===== src/rtl/arb_pkg.sv =====
// Shared definitions for the four-way round-robin arbiter.
//   NUM_REQ  : number of requesting clients
//   ID_W     : width of the encoded owner index
//   state_t  : arbiter FSM state (IDLE / OWNED)
package arb_pkg;

  localparam int   NUM_REQ  = 4;
  localparam int   ID_W     = 2;

  localparam logic ST_IDLE  = 1'b0;
  localparam logic ST_OWNED = 1'b1;

  typedef enum logic {
    IDLE  = ST_IDLE,
    OWNED = ST_OWNED
  } state_t;

endpackage


===== src/rtl/decoder_2to4.sv =====
// 2-to-4 one-hot decoder.
//   code : 2-bit binary index
//   out  : one-hot vector with bit[code] set
module decoder_2to4 (
  input  logic [1:0] code,
  output logic [3:0] out
);

  assign out = 4'b0001 << code;

endmodule


===== src/rtl/rr_arbiter_4.sv =====
// Four-requester round-robin arbiter for one shared resource.
// The owner index is registered; the one-hot grant is decoded from it.
// A grant is held until the owner releases it or drops its request, and
// ownership passes straight to the next pending client with no idle cycle.
//
// Optional feature, macro ARB_TIMEOUT_EN: an owner holding for MAX_HOLD
// cycles without releasing is revoked and the timeout port pulses.
//
// Ports:
//   clk           : clock, rising edge
//   reset         : synchronous, active-high reset
//   req[3:0]      : request vector, held high while a client wants access
//   owner_release : owner done strobe (the word "release" is reserved in
//                   SystemVerilog); ignored while grant_valid=0
//   grant[3:0]    : one-hot grant, zero when there is no owner
//   grant_id[1:0] : encoded owner, meaningful only when grant_valid=1
//   grant_valid   : resource is owned this cycle
//   timeout       : one-cycle revoke pulse (ARB_TIMEOUT_EN only)
//
// state | meaning
// ------+-----------------------------------------------
// IDLE  | no owner; search req from last+1 each cycle
// OWNED | grant_id owns the resource until end of ownership
module rr_arbiter_4
  import arb_pkg::*;
#(
  parameter int MAX_HOLD = 16,
  parameter int CNT_W    = 8
) (
  input  logic               clk,
  input  logic               reset,
  input  logic [NUM_REQ-1:0] req,
  input  logic               owner_release,
  output logic [NUM_REQ-1:0] grant,
  output logic [ID_W-1:0]    grant_id,
  output logic               grant_valid
`ifdef ARB_TIMEOUT_EN
  ,
  output logic               timeout
`endif
);

  state_t             state;
  logic [ID_W-1:0]    last;
  logic [NUM_REQ-1:0] owner_onehot;
  logic [NUM_REQ-1:0] pending;
  logic [ID_W-1:0]    idle_pick;
  logic [ID_W-1:0]    next_pick;
  logic               end_own;
  logic               revoke;

  // First set bit of r at or after start, wrapping. Scanning the offsets in
  // descending order lets the smallest offset overwrite the result last.
  function automatic logic [ID_W-1:0] rr_pick(input logic [NUM_REQ-1:0] r,
                                              input logic [ID_W-1:0]    start);
    logic [ID_W-1:0] idx;
    rr_pick = start;
    for (int k = NUM_REQ - 1; k >= 0; k--) begin
      idx = start + ID_W'(k);
      if (r[idx]) rr_pick = idx;
    end
  endfunction

  decoder_2to4 u_dec (
    .code (grant_id),
    .out  (owner_onehot)
  );

  assign grant     = owner_onehot & {NUM_REQ{grant_valid}};
  // The current owner is excluded, so a releasing owner that keeps req high
  // waits until everyone else pending has been served.
  assign pending   = req & ~owner_onehot;
  // A dropped request counts as an implicit release.
  assign end_own   = owner_release | ~req[grant_id];
  assign idle_pick = rr_pick(req, last + 2'd1);
  assign next_pick = rr_pick(pending, grant_id + 2'd1);

`ifdef ARB_TIMEOUT_EN
  logic [CNT_W-1:0] hold_cnt;

  assign revoke = ~end_own & (hold_cnt == CNT_W'(MAX_HOLD - 1));
`else
  assign revoke = 1'b0;
`endif

  always_ff @(posedge clk) begin
    if (reset) begin
      state       <= IDLE;
      last        <= 2'b11;
      grant_id    <= '0;
      grant_valid <= 1'b0;
`ifdef ARB_TIMEOUT_EN
      hold_cnt    <= '0;
      timeout     <= 1'b0;
`endif
    end else begin
`ifdef ARB_TIMEOUT_EN
      timeout <= 1'b0;
`endif
      case (state)
        IDLE: begin
          if (|req) begin
            grant_id    <= idle_pick;
            last        <= idle_pick;
            grant_valid <= 1'b1;
            state       <= OWNED;
`ifdef ARB_TIMEOUT_EN
            hold_cnt    <= '0;
`endif
          end
        end
        OWNED: begin
          if (end_own || revoke) begin
`ifdef ARB_TIMEOUT_EN
            timeout <= revoke;
`endif
            if (|pending) begin
              grant_id <= next_pick;
              last     <= next_pick;
`ifdef ARB_TIMEOUT_EN
              hold_cnt <= '0;
`endif
            end else begin
              // last keeps the old owner, so after a revoke the client
              // sees one idle cycle before it can win again.
              state       <= IDLE;
              grant_valid <= 1'b0;
              grant_id    <= '0;
            end
          end else begin
`ifdef ARB_TIMEOUT_EN
            if (hold_cnt != '1) hold_cnt <= hold_cnt + 1'b1;
`endif
          end
        end
        default: state <= IDLE;
      endcase
    end
  end

endmodule


===== config.mk =====
export PLATFORM = sky130hd
export DESIGN_NAME = rr_arbiter_4
export DESIGN_NICKNAME = d
export VERILOG_FILES = /design/src/rtl/arb_pkg.sv /design/src/rtl/decoder_2to4.sv /design/src/rtl/rr_arbiter_4.sv
export SDC_FILE = /design/constraint.sdc
export NUM_CORES = 1
export LEC_CHECK = 0
export ABC_AREA = 1
export CORE_MARGIN = 5
export CORE_UTILIZATION = 35
export DETAILED_ROUTE_END_ITERATION = 7
export GPL_TIMING_DRIVEN = 0
export PLACE_DENSITY_LB_ADDON = 0.08
export SETUP_SLACK_MARGIN = 0.4
export SYNTH_ARGS = -nofsm -noshare
export SYNTH_HDL_FRONTEND = slang
export SYNTH_HIERARCHICAL = 1
export SYNTH_SLANG_ARGS = --single-unit
export TNS_END_PERCENT = 10

===== constraint.sdc =====
create_clock -name clk -period 1.5 [get_ports clk]
set_input_delay 0.3 -clock clk [delete_from_list [all_inputs] [get_ports clk]]
set_output_delay 0.3 -clock clk [all_outputs]
set_load 0.005 [all_outputs]

==> run metrics <==
final setup margin -0.137 ns; cell area after synthesis 815 um2; final period utilization 109%; Power Density 1800 nW/um2; failing checks setup timing; Clock transition at path regs 0.05 ns; Final nets 187; Die Area 3390 um2; hold depth 2; outcome finished, violations left; vias per std cell 4.87; port bufs 13; Row Count 17; CTS Buf Count 3; Placement Cell Area approximately 990 um2; area of the core 2210 um2; DRT Pass-1 Iters 4; commonest non-fill, non-tap cells in the layout nand2_1 (48), inv_1 (17), nand3_1 (16); hold worst-path end grant_valid; r2r setup slk -0.14 ns; Top Family by Delay on Critical Path simple AND/OR/NAND/NOR gates; WP data required 1.67 ns; Fin. Hold Viols 0; Total Routing Usage GR 14.3%; post-synthesis sequential area ratio 14.7%; final max-slew violation count 0; fillers 239; Critical Path End Type register; global-route wire length before repair 3830 um; Crit path top cell by count nand2_2; clk_lat worst skew 0.25 ns; DPL Wire Length 1780 um; R2R Path Start grant_id[1]; # clock sinks 6; Pleak 0.631 nW; syn_area_per_cell 5.26 um2; CP max stage cell dfxtp_4; setup TNS -0.488 ns; Die W 58.2 um; final setup violation count 5; critical path type register to register; Syn Inst Count 155; Worst Hold Class register to register; DRC violations left 0; Wirelength per Cell 11.1 um; Ys Warns 6; GPL Wtd Cong roughly 0.84; minimum clock period 1.64 ns; via count 1008; critical path startpoint category register; Post-Route WL 2290 um; Antenna Nets Post-Route 0; RSZ-0062 raised after global routing true; post-route cell area 1180 um2; number of global-route vias before repair about 900; CTS HTree Levels 1; Worst Tran Pin Value 0.368 ns; CTS tree built; Arr. time, crit path 1.81 ns; Worst path max stage delay roughly 0.36 ns; Clock Skews 0.00804 ns; Place WS -0.574 ns; antenna cells 0; flops & latches, synth 6; Max Clock Freq 611 MHz; root buf cell clkbuf_4; WP buf/inv 3; Netlist cell types 21; Net Count, Synth 162; worst hold start grant_valid; Max Cap Viol 0; largest net degree at the start of global routing 11; synth-to-layout area growth 44.9%; antenna violations before repair 0; Reg2Reg Depth 13; Stages on worst setup path 13; commonest non-fill, non-tap cell in the layout nand2_1; GR Overflow Total 0; layout cells sized above 1 33.5%; Worst R2R End grant_id[1]; CTS Hold Bufs 0; initial DRC count 20; Crit Path Max Fanout 6; Initial Util 36.8%; worst-path cell chain buf_6 > nor2_4 > buf_6 > inv_4 > nand3_2 > nand2_2 > nand2_2 > nand2_1 > o211ai_1 > nand2_1 > nand2_2 > nand3_1 > a21oi_2; CTS max path bufs 2; Max VDD drop 1.22 mV; relative slew slack 75.5%; I/O pin total 14; die height 58.2 um
-- kinds of logic after synthesis --
kind of cell              after synthesis  synth area share (%)
and+or+nand+nor                        88                  44.7
AOI/OAI and AO/OA                      25                  18.4
xor gates and xnor gates                4                  4.30
DFF                                     6                  14.7
buffers and inverters                  32                  17.8
-- worst max-delay path by stage --
stage	start	to	slack, ns
after floorplan	grant_id[0]	last[0]	0.12
final	grant_id[1]	grant_id[1]	-0.14
after detailed placement	req[0]	grant_id[0]	-0.57
after global routing	grant_id[0]	last[1]	-0.26
after global placement	req[0]	grant_id[0]	-0.54
after CTS	grant_id[0]	grant_id[0]	-0.17
-- timing repair --
item	4_1_cts	5_1_grt
resized for setup	40	26
buffers inserted	4	3
endpoints found under the setup margin	13	13
pin swaps	10	17
-- metal layers --
metal,vias to the layer above,global-route usage (%),part of all wire [%]
li1,538,-,-
met1,448,18.7,48
met2,18,23.7,48
met3,4,1.34,2.4
met4,0,5.96,1.5
met5,-,0,0
-- flip-flops by register name, summed over array words and instances, names as in the netlist --
signal / flops
state: 1
grant_id: 2
grant_valid: 1
last: 2
-- area by class of cell --
class / instances / area (um2) / share of cell area, %
multi-input cells: 117 / 661 / 56.0
flip-flops and latches: 6 / 131 / 11.1
clock buffers: 4 / 26.3 / 2.23
inverters: 28 / 114 / 9.65
well taps: 28 / 35.0 / 2.97
repair buffers: 20 / 165 / 14.0
plain buffers: 4 / 47.5 / 4.03
-- Yosys cell counts --
| library cell | n | share of area (%) |
|---|---|---|
| a211oi_1 | 1 | 0.92 |
| a21oi_1 | 9 | 5.5 |
| a21oi_2 | 1 | 1.1 |
| buf_4 | 2 | 1.8 |
| buf_6 | 1 | 1.4 |
| clkbuf_8 | 1 | 1.7 |
| dfxtp_1 | 6 | 15 |
| inv_1 | 26 | 12 |
| inv_2 | 2 | 0.92 |
| nand2_1 | 56 | 26 |
| nand2_2 | 2 | 1.5 |
| nand3_1 | 20 | 12 |
| nor2_1 | 8 | 3.7 |
| nor3_1 | 1 | 0.61 |
| nor4_1 | 1 | 0.77 |
| o211ai_1 | 2 | 1.8 |
| o21ai_0 | 8 | 4.9 |
| o21ai_2 | 3 | 3.2 |
| o31ai_1 | 1 | 0.92 |
| xnor2_1 | 2 | 2.2 |
| xor2_1 | 2 | 2.2 |
-- tightest hold or removal path: stages (launching register included) --
cell and delay (ns):
dfxtp_4 0.36, nand3_1 0.08, o31ai_1 0.06
-- metrics by stage --
step | total power [mW] | hold slack, ns | instances | utilization, %
6_report | 2.12 | 0.539 | 207 | 53.3
2_1_floorplan | 1.35 | 0.353 | 155 | -
4_1_cts | 1.95 | 0.544 | 204 | 48.9
3_5_place_dp | 1.68 | 0.562 | 196 | 44.9
5_1_grt | 2.35 | 0.575 | 207 | 53.3
3_3_place_gp | 1.65 | 0.564 | 196 | 44.9
-- report_power, final --
| group | internal, mW | total [mW] | switching, mW |
|---|---|---|---|
| combinational | 0.687 | 1.66 | 0.969 |
| clock | 0.101 | 0.159 | 0.0580 |
| sequential | 0.224 | 0.306 | 0.0822 |
| total | 1.01 | 2.12 | 1.11 |
(Power assumes the default switching activity.)
